<file path="config.mk">
export PLATFORM = sky130hd
export DESIGN_NAME = fetch_sequencer_flat
export DESIGN_NICKNAME = d
export VERILOG_FILES = /design/src/rtl/fetch_sequencer_if.sv /design/src/rtl/fetch_sequencer.sv /design/src/flat_wrapper.sv
export SDC_FILE = /design/constraint.sdc
export NUM_CORES = 1
export LEC_CHECK = 0
export ABC_CLOCK_PERIOD_IN_PS = 2850
export CAP_MARGIN = 0
export CORE_MARGIN = 1
export CORE_UTILIZATION = 46
export CTS_CLUSTER_SIZE = 14
export DETAILED_ROUTE_END_ITERATION = 16
export PLACE_DENSITY = 0.86
export SYNTH_ARGS = -nofsm -noshare
export SYNTH_HDL_FRONTEND = slang
export SYNTH_SLANG_ARGS = --single-unit
export TNS_END_PERCENT = 30
</file>
<file path="constraint.sdc">
create_clock -name clk -period 2.85 [get_ports clk]
set_input_delay 0.57 -clock clk [delete_from_list [all_inputs] [get_ports clk]]
set_output_delay 0.57 -clock clk [all_outputs]
set_load 0.02 [all_outputs]
</file>
<file path="src/rtl/fetch_sequencer_if.sv">
// Instruction-memory handshake bundle between the fetch sequencer and memory.
// The sequencer presents a request and an address; memory answers with a ready
// strobe and the instruction word, which is valid in the same cycle as ready.
interface fetch_sequencer_if #(
   parameter int unsigned PC_W = 8
);
   logic            imem_req;
   logic [PC_W-1:0] imem_addr;
   logic            imem_ready;
   logic [31:0]     imem_rdata;

   // Sequencer side: issues requests, consumes the returned word.
   modport master (
      output imem_req,
      output imem_addr,
      input  imem_ready,
      input  imem_rdata
   );

   // Memory side: observes requests, returns ready and data.
   modport slave (
      input  imem_req,
      input  imem_addr,
      output imem_ready,
      output imem_rdata
   );
endinterface

</file>
<file path="src/rtl/fetch_sequencer.sv">
// Instruction fetch sequencer for a single-cycle RISC-V core.
// Owns the PC, runs the request/ready handshake with instruction memory,
// latches the returned word, and selects the next PC (sequential, redirect,
// or hold). Tracks completed fetches, PC wrap-around and memory timeouts.
// Once HALTED the block only leaves via reset.
module fetch_sequencer #(
   parameter int unsigned     PC_W     = 8,
   parameter logic [PC_W-1:0] RESET_PC = '0,
   parameter int unsigned     INC      = 4,
   parameter int unsigned     MAX_WAIT = 15
) (
   input  logic                clk,
   input  logic                reset,
   input  logic                start_i,
   input  logic                halt_req_i,
   input  logic                stall_i,
   input  logic                redirect_i,
   input  logic [PC_W-1:0]     redirect_pc_i,
   fetch_sequencer_if.master   imem,
   output logic [PC_W-1:0]     pc_o,
   output logic [31:0]         instr_o,
   output logic                instr_valid_o,
   output logic                pc_wrap_o,
   output logic                fetch_err_o,
   output logic [15:0]         instr_count_o
);

   localparam int unsigned WAIT_W = $clog2(MAX_WAIT + 1);

   typedef enum logic [1:0] {
      ST_IDLE   = 2'd0,
      ST_FETCH  = 2'd1,
      ST_EXEC   = 2'd2,
      ST_HALTED = 2'd3
   } state_t;

   state_t            state_q, state_d;
   logic [PC_W-1:0]   pc_q, pc_d;
   logic [31:0]       instr_q, instr_d;
   logic              instr_valid_q, instr_valid_d;
   logic              pc_wrap_q, pc_wrap_d;
   logic              fetch_err_q, fetch_err_d;
   logic [15:0]       instr_count_q, instr_count_d;
   logic [WAIT_W-1:0] wait_q, wait_d;

   // Sequential next PC with one extra bit; the carry only feeds pc_wrap.
   logic [PC_W:0]     pc_sum;
   logic [PC_W-1:0]   redirect_aligned;
   logic [WAIT_W-1:0] wait_inc;

   assign pc_sum           = {1'b0, pc_q} + (PC_W + 1)'(INC);
   // Redirect targets are word aligned: the two low bits are dropped.
   assign redirect_aligned = redirect_pc_i & ~(PC_W'(3));
   assign wait_inc         = wait_q + 1'b1;

   // Next-state and datapath selection; every target defaults to hold.
   always_comb begin
      state_d       = state_q;
      pc_d          = pc_q;
      instr_d       = instr_q;
      instr_valid_d = 1'b0;
      pc_wrap_d     = pc_wrap_q;
      fetch_err_d   = fetch_err_q;
      instr_count_d = instr_count_q;
      wait_d        = '0;   // cleared whenever we are not waiting in FETCH

      case (state_q)
         ST_IDLE: begin
            // halt_req wins over start, matching the EXEC priority order.
            if (halt_req_i) begin
               state_d = ST_HALTED;
            end else if (start_i) begin
               state_d = ST_FETCH;
            end
         end

         ST_FETCH: begin
            // Control inputs are ignored here; only the memory answer matters.
            if (imem.imem_ready) begin
               instr_d       = imem.imem_rdata;
               instr_valid_d = 1'b1;
               if (instr_count_q != 16'hFFFF) begin
                  instr_count_d = instr_count_q + 16'd1;
               end
               state_d = ST_EXEC;
            end else begin
               wait_d = wait_inc;
               if (wait_inc == WAIT_W'(MAX_WAIT)) begin
                  fetch_err_d = 1'b1;
                  state_d     = ST_HALTED;
               end
            end
         end

         ST_EXEC: begin
            if (halt_req_i) begin
               state_d = ST_HALTED;
            end else if (stall_i) begin
               state_d = ST_EXEC;
            end else if (redirect_i) begin
               pc_d    = redirect_aligned;
               state_d = ST_FETCH;
            end else begin
               pc_d = pc_sum[PC_W-1:0];
               if (pc_sum[PC_W]) begin
                  pc_wrap_d = 1'b1;
               end
               state_d = ST_FETCH;
            end
         end

         ST_HALTED: begin
            state_d = ST_HALTED;
         end

         default: begin
            state_d = ST_IDLE;
         end
      endcase
   end

   // State and datapath registers with synchronous reset.
   always_ff @(posedge clk) begin
      if (reset) begin
         state_q       <= ST_IDLE;
         pc_q          <= RESET_PC;
         instr_q       <= '0;
         instr_valid_q <= 1'b0;
         pc_wrap_q     <= 1'b0;
         fetch_err_q   <= 1'b0;
         instr_count_q <= '0;
         wait_q        <= '0;
      end else begin
         state_q       <= state_d;
         pc_q          <= pc_d;
         instr_q       <= instr_d;
         instr_valid_q <= instr_valid_d;
         pc_wrap_q     <= pc_wrap_d;
         fetch_err_q   <= fetch_err_d;
         instr_count_q <= instr_count_d;
         wait_q        <= wait_d;
      end
   end

   // Request is a pure decode of the state register; address tracks the PC.
   assign imem.imem_req  = (state_q == ST_FETCH);
   assign imem.imem_addr = pc_q;

   assign pc_o          = pc_q;
   assign instr_o       = instr_q;
   assign instr_valid_o = instr_valid_q;
   assign pc_wrap_o     = pc_wrap_q;
   assign fetch_err_o   = fetch_err_q;
   assign instr_count_o = instr_count_q;

endmodule
</file>
<file path="src/flat_wrapper.sv">
// flat-port wrapper written by rule: the top's interface ports become plain ports
module fetch_sequencer_flat 
#(
   parameter int unsigned     PC_W     = 8,
   parameter logic [PC_W-1:0] RESET_PC = '0,
   parameter int unsigned     INC      = 4,
   parameter int unsigned     MAX_WAIT = 15
)
  (clk, reset, start_i, halt_req_i, stall_i, redirect_i, redirect_pc_i, pc_o, instr_o, instr_valid_o, pc_wrap_o, fetch_err_o, instr_count_o, imem_imem_req, imem_imem_addr, imem_imem_ready, imem_imem_rdata);
  fetch_sequencer_if #(.PC_W(PC_W)) imem_i ();
  input  logic clk;
  input  logic reset;
  input  logic start_i;
  input  logic halt_req_i;
  input  logic stall_i;
  input  logic redirect_i;
  input  logic [PC_W-1:0] redirect_pc_i;
  output logic [PC_W-1:0] pc_o;
  output logic [31:0] instr_o;
  output logic instr_valid_o;
  output logic pc_wrap_o;
  output logic fetch_err_o;
  output logic [15:0] instr_count_o;
  output wire logic [$bits(imem_i.imem_req)-1:0] imem_imem_req;
  output wire logic [$bits(imem_i.imem_addr)-1:0] imem_imem_addr;
  input wire logic [$bits(imem_i.imem_ready)-1:0] imem_imem_ready;
  input wire logic [$bits(imem_i.imem_rdata)-1:0] imem_imem_rdata;
  assign imem_imem_req = imem_i.imem_req;
  assign imem_imem_addr = imem_i.imem_addr;
  assign imem_i.imem_ready = imem_imem_ready;
  assign imem_i.imem_rdata = imem_imem_rdata;
  fetch_sequencer #(.PC_W(PC_W), .RESET_PC(RESET_PC), .INC(INC), .MAX_WAIT(MAX_WAIT)) u_core (.clk(clk), .reset(reset), .start_i(start_i), .halt_req_i(halt_req_i), .stall_i(stall_i), .redirect_i(redirect_i), .redirect_pc_i(redirect_pc_i), .imem(imem_i), .pc_o(pc_o), .instr_o(instr_o), .instr_valid_o(instr_valid_o), .pc_wrap_o(pc_wrap_o), .fetch_err_o(fetch_err_o), .instr_count_o(instr_count_o));
endmodule
</file>
==> flow_metrics.tcl, run 1 <==
set metrics [dict create \
    fillers 448 \
    grt_max_degree 37 \
    clock-root-buffer "clkbuf_8" \
    reg2reg_from "u_core.instr_count_o[0]" \
    postRouteAntennaNets 0 \
    rrSetupSlack_ns 0.80 \
    syn_avg_cell_area_um2 8.21 \
    die-area_um2 6330 \
    cp_max_fo 8 \
    core-area_um2 5640 \
    run_status "finished, final reports clean" \
    startpoint "u_core.state_q[0]" \
    vias 2762 \
    synth_top_family_by_area "simple AND/OR/NAND/NOR gates" \
    finalWorstSetupSlack_ns 0.744 \
    endpoint "imem_imem_req" \
    grt_util_met3_pct 6.17 \
    ys_seq_elements 63 \
    clock_sinks 63 \
    drtPass1Iterations 6 \
    cp-end-kind "output pin" \
    p_leak_nw 1.37 \
    syn_area_um2 2770 \
    synthMuxAreaShare_pct 1.54 \
    ys_async_sr_fraction_pct 0 \
    final.period_utilization_pct 73.9 \
    drt-total-wl_um 6830 \
    drv_cap 0 \
    hold_path.class "reg -> reg" \
    use_met2_pct 39.8 \
    slew_violations 0 \
    finalSetupViolCount 0 \
    h-tree-depth 3 \
    row_count 27 \
    start_util_pct 49.0 \
    ir_drop_mv 0.334 \
    cts_tree "built" \
    fp.dieH_um 79.5 \
    critPathLaunchType "flip-flop" \
    regToRegEndpoint "u_core.instr_count_o[8]" \
    cts.hold.buffers_added 0 \
    rsz0062_at_grt "false" \
    finalCriticalPeriod_ns 2.11 \
    synth_compound_area_share_pct 17.2 \
    pin_count 115 \
    hold_viol_final 0 \
    synthXorXnorAreaFrac_pct 0.950 \
    finalSetupTns_ns 0 \
    yosys_warnings 0 \
    drc 0 \
    place_congestion 0.802 \
    worst_ep_required_time_ns 2.28 \
    maxSlewHeadroom_pct 51.5 \
    timing.fmax_mhz 475 \
    gr-total-overflow 0 \
    final_nets 489 \
    post_cts_buffers 0 \
    worstMarginPinSlew_ns 0.721 \
    drive_gt1_share_pct 6.35 \
    vias_per_cell 5.38 \
    synth_flop_cell "dfxtp_1" \
    io_buffers 108 \
    fin_util_pct 70.9 \
    die_w_um 79.5 \
    wl_per_cell_um 13.3 \
    synth-edff-count 0 \
    clk_pin_slew_worst_paths_ns 0.06 \
    path_class "reg -> out" \
    arrival_ns 1.54 \
    clock_skew_ns 0.00582 \
    grt_pass1_wl_um 11000 \
    r2r_cells 5 \
    cts.path.max_buffers 2 \
    dp_hpwl_um 4830 \
    synth_cell_types 51 \
    grt_pass1_vias 2526 \
    synthSimpleGateAreaFrac_pct 26.2 \
    place_ws_ns 0.454 \
    synth_adder_area_share_pct 1.81 \
    pwr_density_cell_nw_per_um2 462 \
    clk_latency_ns 0.34 \
    drt_iter0_drc 116 \
    antenna_found_initial 0 \
    grt_usage_pct 22.5 \
    synth_cells 337 \
    met1_usage_pct 24.0 \
    cts-resized-gates 0 \
    syn2layout_area_growth_pct 44.7 \
    numCtsBuffers 9 \
    top_usage_layer "met2" \
    yosysSeqAreaShare_pct 45.6 \
    num_antenna_cells 0 \
]
kinds of logic (layout without fill, tap and decap cells):
| kind of cell | after synthesis | in the layout |
|---|---|---|
| compound gates | 83 | 83 |
| other cells | 1 | 4 |
| buf+inv | 33 | 134 |
| flops | 63 | 63 |
| mux | 4 | 4 |
| xor+xnor | 3 | 3 |
| fa+ha+maj | 4 | 4 |
| simple gates | 146 | 146 |
metal layers:
layer,up-vias,routed length [um]
li1,1376,-
met1,1271,2830
met2,100,3430
met3,15,394
met4,0,181
met5,-,0
stage by stage:
| stage | instance area, um2 | hold slack [ns] | power [mW] | std cells |
|---|---|---|---|---|
| 3_3_place_gp | 3840 | 0.441 | 1.19 | 499 |
| 5_1_grt | 4000 | 0.477 | 1.92 | 513 |
| 4_1_cts | 4000 | 0.455 | 1.86 | 513 |
| 6_report | 4000 | 0.453 | 1.85 | 513 |
| 2_1_floorplan | 2780 | 0.441 | 1.07 | 340 |
| 3_5_place_dp | 3840 | 0.446 | 1.20 | 499 |
cells in the final DEF, fill, tap and decap left out, types with 5 or more instances in the layout:
cell type and count:
clkdlybuf4s50_1 107, nand2_1 72, dfxtp_1 63, a21oi_1 51
nor2_1 20, o21ai_0 11, clkbuf_8 11, nand3_1 9
buf_4 8, nand4_1 7, o31ai_1 6, or3_1 6
nor4_1 5
report_power, final:
part / internal, mW / total [mW] / leakage (nW) / switching [mW]
logic: 0.128 / 0.249 / 0.779 / 0.121
clock network: 0.353 / 0.671 / 0.0854 / 0.318
registers: 0.908 / 0.929 / 0.511 / 0.0205
worst min-delay path by stage:
stage                               endpoint               start  depth (start not counted)
after floorplan             u_core.wait_q[0]    u_core.wait_q[0]                          1
after global placement    u_core.instr_o[15]  u_core.instr_o[15]                          2
after detailed placement   u_core.instr_o[0]   u_core.instr_o[0]                          2
after CTS                  u_core.instr_o[0]   u_core.instr_o[0]                          2
after global routing      u_core.instr_o[10]  u_core.instr_o[10]                          2
final                     u_core.instr_o[24]  u_core.instr_o[24]                          2
critical path: stages, from the launching register on:
cell and delay, ns:
dfxtp_1 0.43, nor2b_1 0.16, clkdlybuf4s50_1 0.61
sequential cells by signal, indices dropped and copies added (netlist names):
name	cells
u_core.imem.imem_addr	6
u_core.instr_count_o	16
u_core.pc_wrap_o	1
u_core.state_q	2
u_core.wait_q	4
u_core.instr_o	32
u_core.instr_valid_o	1
u_core.fetch_err_o	1
area by class of cell:
cell class	count	area [um2]	share of cell area, %
multi-input cells	244	1340	33.4
well taps	72	90.1	2.25
flip-flops and latches	63	1260	31.5
inverters	4	15.0	0.375
clock buffers	13	159	3.97
clock inverters	1	5.00	0.125
repair buffers	116	1140	28.4
synth_stat cells (all sizes together) (2+ instances only):
cell / n / area (um2)
nand2: 72 / 270
inv: 4 / 15.0
nor4: 6 / 43.8
o31ai: 6 / 45.0
nor2: 20 / 75.1
buf: 12 / 91.3
clkbuf: 16 / 65.1
or3: 6 / 37.5
a22oi: 2 / 15.0
nand3b: 2 / 15.0
xor2: 2 / 17.5
ha: 4 / 50.1
nand4: 8 / 65.1
mux2: 2 / 22.5
a21oi: 51 / 255
a211oi: 3 / 22.5
or4: 5 / 38.8
and3: 3 / 18.8
nand3: 10 / 55.1
o21ai: 11 / 55.1
nor3b: 3 / 22.5
mux2i: 2 / 20.0
nor2b: 4 / 25.0
o41ai: 2 / 17.5
dfxtp: 63 / 1260
Power figures use the tool's default switching activity.
==> inputs of run 2 (changes only) <==
--- a/config.mk
+++ b/config.mk
@@ -5,13 +5,13 @@
 export SDC_FILE = /design/constraint.sdc
 export NUM_CORES = 1
 export LEC_CHECK = 0
-export ABC_CLOCK_PERIOD_IN_PS = 2850
+export ABC_CLOCK_PERIOD_IN_PS = 2000
 export CAP_MARGIN = 0
 export CORE_MARGIN = 1
-export CORE_UTILIZATION = 46
+export CORE_UTILIZATION = 43
 export CTS_CLUSTER_SIZE = 14
 export DETAILED_ROUTE_END_ITERATION = 16
-export PLACE_DENSITY = 0.86
+export PLACE_DENSITY = 0.81
 export SYNTH_ARGS = -nofsm -noshare
 export SYNTH_HDL_FRONTEND = slang
 export SYNTH_SLANG_ARGS = --single-unit
==> constraint.sdc (replaced) <==
create_clock -name clk -period 2 [get_ports clk]
set_input_delay 0.4 -clock clk [delete_from_list [all_inputs] [get_ports clk]]
set_output_delay 0.4 -clock clk [all_outputs]
set_load 0.02 [all_outputs]
==> run 2 against run 1 <==
  * Wire length is 2.1% higher
  * Critical path depth grew 3
  * First-iteration DRC count shrank 28%
  * Die area grew 6.8%
  * Worst setup slack lost 0.62 ns
  * Sequential power up 42%
  * Power rose by 42%
  * Register-to-register slack got worse by 0.67 ns
  * Largest cell class unchanged
==> flow_metrics.tcl, run 2 (synthesized netlist as in run 1, its figures left out) <==
set metrics [dict create \
    run_status "finished, final reports clean" \
    clock-root-buffer "clkbuf_8" \
    grt_pass1_vias 2427 \
    h-tree-depth 3 \
    rsz0062_at_grt "false" \
    cts.path.max_buffers 2 \
    num_antenna_cells 0 \
    hold_viol_final 0 \
    drtPass1Iterations 4 \
    clock_skew_ns 0.00775 \
    r2r_cells 5 \
    syn2layout_area_growth_pct 49.5 \
    path_class "reg -> reg" \
    p_total_mw 2.62 \
    regToRegEndpoint "u_core.instr_count_o[9]" \
    drv_cap 0 \
    finalCriticalPeriod_ns 1.87 \
    min_to "u_core.instr_o[11]" \
    numCtsBuffers 9 \
    cts_tree "built" \
    grt_usage_pct 20.7 \
    grt_pass1_wl_um 10800 \
    final_nets 501 \
    slowest_stage "or4b_2" \
    hold_path.class "reg -> reg" \
    max_stage_delay_ns 0.62 \
    post_cts_buffers 0 \
    rrSetupSlack_ns 0.13 \
    core-area_um2 6060 \
    cp-end-kind "flip-flop" \
    die_w_um 82.2 \
    antenna_found_initial 0 \
    final.period_utilization_pct 93.6 \
    ir_drop_mv 0.494 \
    start_util_pct 45.6 \
    fp.dieH_um 82.2 \
    gr-total-overflow 0 \
    cts.hold.buffers_added 0 \
    row_count 28 \
    drive_gt1_share_pct 9.45 \
    finalSetupViolCount 0 \
    postRouteAntennaNets 0 \
    slew_violations 0 \
    drc 0 \
    worst_ep_required_time_ns 2.25 \
    drt_iter0_drc 84 \
    clk_latency_ns 0.32 \
    critPathLaunchType "flip-flop" \
    io_buffers 108 \
    arrival_ns 2.12 \
    cp_max_fo 7 \
    min_path_cells 2 \
    pwr_density_cell_nw_per_um2 634 \
    pin_count 115 \
    place_congestion 0.796 \
    clock_sinks 63 \
    path_cells "ha_1 > nand2_1 > nor4_4 > or4b_2 > a21oi_1" \
    dp_hpwl_um 4950 \
    largest_reg_flops 32 \
    die-area_um2 6760 \
    place_ws_ns -0.176 \
    wl_per_cell_um 13.2 \
    p_leak_nw 1.46 \
    reg2reg_from "u_core.instr_count_o[0]" \
    mostFrequentLayoutCells "clkdlybuf4s50_1 (107), nand2_1 (72), dfxtp_1 (62)" \
    worstHoldStart "u_core.instr_o[11]" \
    vias_per_cell 5.25 \
    timing.fmax_mhz 534 \
    vias 2782 \
    clk_pin_slew_worst_paths_ns 0.07 \
    whs_ns 0.454 \
    grt_max_degree 44 \
    layout_commonest_cell "clkdlybuf4s50_1" \
    finalWorstSetupSlack_ns 0.129 \
    drt-total-wl_um 6970 \
]
## run 2: cell count changes in the layout (fill, tap and decap cells not counted)
| cell | change |
|---|---|
| clkinv_2 | +1 |
| clkinvlp_4 | +1 |
| clkinv_4 | +2 |
| dfxtp_2 | +1 |
| nor4_4 | +1 |
| nor4_2 | -1 |
| buf_12 | +2 |
| clkbuf_8 | -2 |
| dfxtp_1 | -1 |
| buf_4 | +10 |
## run 2: per-layer routing
layer | track usage (%) | part of all wire (%)
met4 | 8.95 | 1.1
met3 | 3.96 | 6.4
met1 | 25.1 | 42
met2 | 35.6 | 50
met5 | 0 | 0
## run 2: final cells by class
class | count | area (um2)
fillers | 508 | 1930
multi-input cells | 244 | 1340
flip-flops and latches | 63 | 1260
repair buffers | 128 | 1250
clock buffers | 11 | 131
well taps | 75 | 93.8
clock inverters | 5 | 35.0
inverters | 4 | 15.0
## run 2: worst max-delay path, delay by kind of cell (launching register included)
| kind | cells | cell delay (ns) |
|---|---|---|
| adder cells (fa/ha/maj) | 1 | 0.34 |
| flip-flops | 1 | 0.38 |
| AND/OR/NAND/NOR | 3 | 0.90 |
| AO/OA/AOI/OAI | 1 | 0.18 |
## run 2: power by group
group	switching [mW]	internal [mW]
sequential	0.0286	1.29
combinational	0.175	0.193
clock	0.481	0.450
## run 2: worst max path at each step
| stage | cells past startpoint | to | from | slack [ns] |
|---|---|---|---|---|
| 2_1_floorplan | 5 | u_core.instr_count_o[14] | u_core.instr_count_o[2] | 0.13 |
| 3_3_place_gp | 5 | u_core.instr_count_o[7] | imem_imem_ready | -0.11 |
| 3_5_place_dp | 5 | u_core.instr_count_o[9] | imem_imem_ready | -0.18 |
| 4_1_cts | 2 | imem_imem_req | u_core.state_q[0] | 0.05 |
| 5_1_grt | 4 | u_core.instr_count_o[14] | u_core.instr_count_o[5] | 0.05 |
| 6_report | 5 | u_core.instr_count_o[9] | u_core.instr_count_o[0] | 0.13 |
## run 2: what timing repair did
action                                  CTS  global route
gates resized for setup                   0             2
endpoints found under the setup margin    0             4
endpoints found under the hold margin     0             0
## run 2: per-stage QoR
stage	TNS [ns]	std cells	instance area, um2	util [%]
4_1_cts	0	530	4120	68.0
5_1_grt	0	530	4130	68.2
6_report	0	530	4130	68.2
2_1_floorplan	0	340	2780	-
3_3_place_gp	-0.638	514	3960	65.3
3_5_place_dp	-1.00	514	3960	65.3
==> inputs of run 3 (changes only) <==
--- a/config.mk
+++ b/config.mk
@@ -7,11 +7,13 @@
 export LEC_CHECK = 0
 export ABC_CLOCK_PERIOD_IN_PS = 2000
 export CAP_MARGIN = 0
-export CORE_MARGIN = 1
+export CORE_MARGIN = 4
 export CORE_UTILIZATION = 43
 export CTS_CLUSTER_SIZE = 14
 export DETAILED_ROUTE_END_ITERATION = 16
+export GPL_ROUTABILITY_DRIVEN = 0
 export PLACE_DENSITY = 0.81
+export RECOVER_POWER = 50
 export SYNTH_ARGS = -nofsm -noshare
 export SYNTH_HDL_FRONTEND = slang
 export SYNTH_SLANG_ARGS = --single-unit
==> run 3 against run 2 <==
  * Fmax decreased by 0.70%
  * Sequential power about the same
  * Die area grew 15%
  * Via count rose by 0.79%
  * Global-route usage decreased by 1.3 points
  * Utilization rose by 0.41 points
  * Critical path depth increased by 1
  * Clock skew barely moved
  * Worst setup slack lost 0.013 ns
  * Largest power group unchanged
==> flow_metrics.tcl, run 3 (synthesized netlist as in run 1, its figures left out) <==
set metrics [dict create \
    run_status "finished, final reports clean" \
    max_stage_delay_ns 0.55 \
    dp.cells 519 \
    clock-root-buffer "clkbuf_8" \
    fillers 517 \
    path_class "in -> reg" \
    post_cts_buffers 0 \
    slowest_stage "dlygate4sd3_1" \
    min_to "u_core.fetch_err_o" \
    drive_gt1_share_pct 9.59 \
    drv_cap 0 \
    syn2layout_area_growth_pct 51.2 \
    regToRegEndpoint "u_core.instr_count_o[12]" \
    grt_pass1_wl_um 12000 \
    h-tree-depth 3 \
    largest_reg_flops 32 \
    final.period_utilization_pct 94.2 \
    arrival_ns 2.11 \
    drt-total-wl_um 7380 \
    antenna_found_initial 0 \
    pin_count 115 \
    reg2reg_from "u_core.instr_count_o[7]" \
    cts_tree "built" \
    dpl-instance-area_um2 3980 \
    multiInputGateArea_um2 1340 \
    num_antenna_cells 0 \
    p_leak_nw 1.51 \
    grt_usage_pct 19.4 \
    cp-end-kind "flip-flop" \
    mostFrequentLayoutCells "clkdlybuf4s50_1 (93), nand2_1 (72), dfxtp_1 (61)" \
    pwr_density_cell_nw_per_um2 690 \
    path_cells "dlygate4sd3_1 > and3b_1 > clkbuf_4 > nand2_1 > nor4_1 > mux2_2" \
    crit_buf_inv 2 \
    p_sw_uw 675 \
    clk_latency_ns 0.33 \
    clockPowerShare_pct 41.6 \
    crit_family "buffers and inverters" \
    cts.path.max_buffers 2 \
    worstHoldStart "reset" \
    stdcell_area_um2 4180 \
    ff_latch_area_um2 1260 \
    vias_per_cell 5.25 \
    worst_ep_required_time_ns 2.22 \
    final_cells 534 \
    finalSetupTns_ns 0 \
    io_buffers 108 \
    rrSetupSlack_ns 0.16 \
    die-area_um2 7780 \
    finalSetupViolCount 0 \
    numCtsBuffers 9 \
    switching_share_pct 23.4 \
    cp_max_fo 4 \
    combPwrFrac_pct 12.7 \
    drt_iter0_drc 93 \
    core-area_um2 6100 \
    r2r_cells 4 \
    grt_max_degree 36 \
    grt_pass1_vias 2665 \
    rsz0062_at_grt "false" \
    fin_util_pct 68.6 \
    timing.fmax_mhz 531 \
    drc 0 \
    final_nets 506 \
    ir_drop_mv 0.421 \
    die_w_um 88.2 \
    power.internal_mw 2.21 \
    hold_path.class "in -> reg" \
    hold_viol_final 0 \
    slew_violations 0 \
    clock_skew_ns 0.00793 \
    drtPass1Iterations 4 \
    cp.depth 6 \
    clk_pin_slew_worst_paths_ns 0.07 \
    fp.dieH_um 88.2 \
    pwr-share-seq_pct 45.8 \
    layout_commonest_cell "clkdlybuf4s50_1" \
    clock_sinks 63 \
    vias 2804 \
    gr-total-overflow 0 \
    postRouteAntennaNets 0 \
    dp_hpwl_um 5380 \
    critPathLaunchType "primary input" \
    start_util_pct 45.4 \
    finalCriticalPeriod_ns 1.88 \
    row_count 28 \
    min_path_cells 2 \
    wl_per_cell_um 13.8 \
]
run 3: cell types whose count changed in the layout (fill, tap and decap cells not counted), moves of 2 or more:
cell             before  now
bufinv_16             0    2
clkbuf_1              2    6
clkdlybuf4s50_1     107   93
clkinv_2              2    0
clkinv_4              2    0
dlygate4sd3_1         0   14
run 3: metal layers:
layer	part of all wire (%)	track usage (%)	routed length, um	vias up
li1	-	-	-	1412
met1	42	23.3	3070	1301
met2	50	33.3	3730	79
met3	6.3	4.80	468	12
met4	1.6	7.42	121	0
met5	0	0	0	-
run 3: worst register-to-register path: stages, from the launching register on:
cell	delay, ns
dfxtp_1	0.45
nand4_4	0.18
or3_1	0.47
or4_1	0.53
a21oi_1	0.15
run 3: what timing repair did:
item / CTS / global route
resized for setup: 0 / 2
hold buffers: 0 / 0
setup endpoints to repair: 0 / 2
run 3: power by group through the flow:
stage               logic, mW  registers [mW]  clock network, mW
finish                  0.366            1.32               1.20
global route            0.396            1.33               1.30
CTS                     0.377            1.32               1.23
detailed placement      0.376            1.35                  0
global placement        0.370            1.35                  0
floorplan               0.138            1.39                  0
run 3: layout make-up:
| type | count | share of cell area [%] |
|---|---|---|
| well taps | 75 | 2.24 |
| clock buffers | 12 | 3.47 |
| inverters | 4 | 0.359 |
| clock inverters | 3 | 1.62 |
| repair buffers | 133 | 30.2 |
| flip-flops and latches | 63 | 30.2 |
| multi-input cells | 244 | 31.9 |
run 3: worst max path at each step:
stage	to	startpoint
after global routing	u_core.instr_count_o[14]	u_core.instr_count_o[7]
after detailed placement	u_core.instr_count_o[8]	imem_imem_ready
after CTS	imem_imem_req	u_core.state_q[0]
after floorplan	u_core.instr_count_o[14]	u_core.instr_count_o[2]
final	u_core.instr_count_o[8]	imem_imem_ready
after global placement	u_core.instr_count_o[8]	imem_imem_ready
run 3: metrics by stage:
step	power, mW	setup slack (ns)	hold WS (ns)
floorplan	1.52	0.129	0.441
global route	3.02	0.00226	0.444
finish	2.89	0.116	0.432
detailed placement	1.72	-0.138	0.448
global placement	1.72	-0.110	0.441
CTS	2.93	0.0436	0.419
==> patch: new RTL, settings of run 3 <==
`PC_W` is set to 8 in 3 places; all go to 12.
--- a/src/rtl/fetch_sequencer_if.sv
+++ b/src/rtl/fetch_sequencer_if.sv
@@ -3,5 +3,5 @@
 // strobe and the instruction word, which is valid in the same cycle as ready.
 interface fetch_sequencer_if #(
-   parameter int unsigned PC_W = 8
+   parameter int unsigned PC_W = 12
 );
    logic            imem_req;
--- a/src/rtl/fetch_sequencer.sv
+++ b/src/rtl/fetch_sequencer.sv
@@ -5,5 +5,5 @@
 // Once HALTED the block only leaves via reset.
 module fetch_sequencer #(
-   parameter int unsigned     PC_W     = 8,
+   parameter int unsigned     PC_W     = 12,
    parameter logic [PC_W-1:0] RESET_PC = '0,
    parameter int unsigned     INC      = 4,
--- a/src/flat_wrapper.sv
+++ b/src/flat_wrapper.sv
@@ -2,5 +2,5 @@
 module fetch_sequencer_flat 
 #(
-   parameter int unsigned     PC_W     = 8,
+   parameter int unsigned     PC_W     = 12,
    parameter logic [PC_W-1:0] RESET_PC = '0,
    parameter int unsigned     INC      = 4,
Interface: changed (resized imem_imem_addr, pc_o and redirect_pc_i); port bits go from 115 to 127. No check against the original RTL was run, so the function may have changed too.
==> patch against run 3 <==
Via count increased by 10%; largest power group unchanged; sequential cell count increased by 4; wire length increased by 11%; final area increased by 6.6%; power decreased by 4.6%; global-route usage decreased by 0.069 points; largest cell class unchanged; area after synthesis increased by 8.9%; sequential power increased by 6%; worst setup slack got worse by 0.031 ns; critical path type is now reg2out; highest routed layer unchanged; count of clock-buffer cells in the layout decreased by 2.
==> patch: results (changes against run 3) <==
worst_hold_slack_ns: 0.449  # was 0.432 ns
critPathSlowestCell: "clkdlybuf4s50_1"  # was dlygate4sd3_1
critical_path.top_delay_family: "buffers and inverters"  # unchanged
post_cts_buffers: 0  # unchanged
largest_register_ffs: 32  # unchanged
place_area_um2: 4320  # was 3980 um^2
synthCells: 374  # was 337
r2r_end: "u_core.instr_count_o[13]"  # was u_core.instr_count_o[12]
synth_common_cells: "nand2_1 (78), dfxtp_1 (67), a21oi_1 (56)"  # was nand2_1 (72), dfxtp_1 (63), a21oi_1 (51)
synth_cell_types: 52  # was 51
htreeDepth: 3  # unchanged
cp.arrival_ns: 1.52  # was 2.11 ns
critPathMaxStageDelay_ns: 0.67  # was 0.55 ns
nFillCells: 587  # was 517
port_buffers: 120  # was 108
area_delta_synth_final_pct: 48.1  # was 51.2%
grt_pass1_wl_mm: 13.2  # was 12.0 mm
place_ws_ns: -0.209  # was -0.138 ns
nets: 550  # was 506
critPathMaxFanout: 10  # was 4
regToRegSetupSlack_ns: 0.13  # was 0.16 ns
diodes: 0  # unchanged
antenna_found_initial: 0  # unchanged
ys_top_cells_by_area: "dfxtp_1 (45%), nand2_1 (9.7%), a21oi_1 (9.3%)"  # was dfxtp_1 (46%), nand2_1 (9.8%), a21oi_1 (9.2%)
clockRootBuffer: "clkbuf_8"  # unchanged
post_cts_resized: 0  # unchanged
reg2reg_depth: 4  # unchanged
ir_drop_uv: 395  # was 421 uV
holdPathEnd: "u_core.instr_o[10]"  # was u_core.fetch_err_o
drt-total-wl_mm: 8.19  # was 7.38 mm
dpl.cell_count: 580  # was 519
ys_warn_count: 0  # unchanged
grt_usage_pct: 19.3  # was 19.4%
vias: 3092  # was 2,804
p_leak_uw: 0.00164  # was 0.00151 uW
dp_hpwl_mm: 6.01  # was 5.38 mm
holdPathStages: 2  # unchanged
drive_above_1_share_pct: 8.00  # was 9.59%
holdCritPathClass: "reg2reg"  # was in2reg
grt_max_degree: 34  # was 36
status: "completed"  # unchanged
clock_latency_ns: 0.34
min_from: "u_core.instr_o[10]"  # was reset
ys_seq_area_share_pct: 44.5  # was 45.6%
cts_buffer_depth: 2  # unchanged
async_reset_ff_share_pct: 0  # unchanged
drt-wirelength-per-cell_um: 13.7  # was 13.8 um
grt_pass1_vias: 2855  # was 2,665
tightest_slew_ns: 0.678
cts-buffers-inserted: 9  # unchanged
fin_skew_ns: 0.00665  # was 0.00793 ns
initialDrtViolationCount: 89  # was 93
cts.clk_slew.worst_paths_ns: 0.07  # about the same
reg2reg_from: "u_core.instr_count_o[4]"  # was u_core.instr_count_o[7]
dr.pass1.iters: 4  # unchanged
==> patch: cell count changes in the layout (fill, tap and decap cells not counted), moves of 5 or more <==
| cell | change |
|---|---|
| dlygate4sd3_1 | +24 |
| clkdlybuf4s50_1 | -13 |
| dfxtp_1 | +6 |
| nand2_1 | +6 |
| a21oi_1 | +5 |
| clkinv_2 | +5 |
| nand2b_1 | +5 |
| or4_1 | +5 |
==> patch: how the worst max path moves through the flow <==
stage	startpoint	endpoint	slack [ns]	depth (start not counted)
final	u_core.imem.imem_addr[6]	imem_imem_addr[6]	0.08	1
after global routing	u_core.imem.imem_addr[4]	pc_o[4]	0.01	1
after CTS	u_core.state_q[1]	imem_imem_req	0.0006	4
after detailed placement	imem_imem_ready	u_core.instr_count_o[7]	-0.21	6
after global placement	imem_imem_ready	u_core.instr_count_o[13]	-0.18	5
after floorplan	u_core.instr_count_o[3]	u_core.instr_count_o[13]	0.14	5
==> patch: kinds of logic after synthesis <==
group,share of synthesized area (%)
other,0.125
AND/OR/NAND/NOR,25.5
XOR/XNOR,0.291
flip-flops,44.5
AO/OA/AOI/OAI,19.2
multiplexers,1.41
buffers and inverters,7.23
adder cells (fa/ha/maj),1.66
==> patch: layer usage <==
layer  up-vias  share of wire [%]  track usage (%)
met3        15                7.7             6.40
met2        95                 49             32.1
met5         -                  0                0
met4         0                2.0             8.17
li1       1555                  -                -
met1      1427                 41             22.8
==> patch: cell type report <==
cell class              count  area share, %
inverters                   7          0.589
multi-input cells         267           32.7
well taps                  96           2.69
clock buffers              10           2.86
clock inverters             6          0.730
flip-flops and latches     67           30.1
repair buffers            143           30.4
==> patch: power by group <==
group	leakage (uW)	internal (uW)	total (uW)	switching, uW
Clock	0.0000856	439	945	506
Sequential	0.000543	1370	1400	25.7
Combinational	0.00102	204	408	205
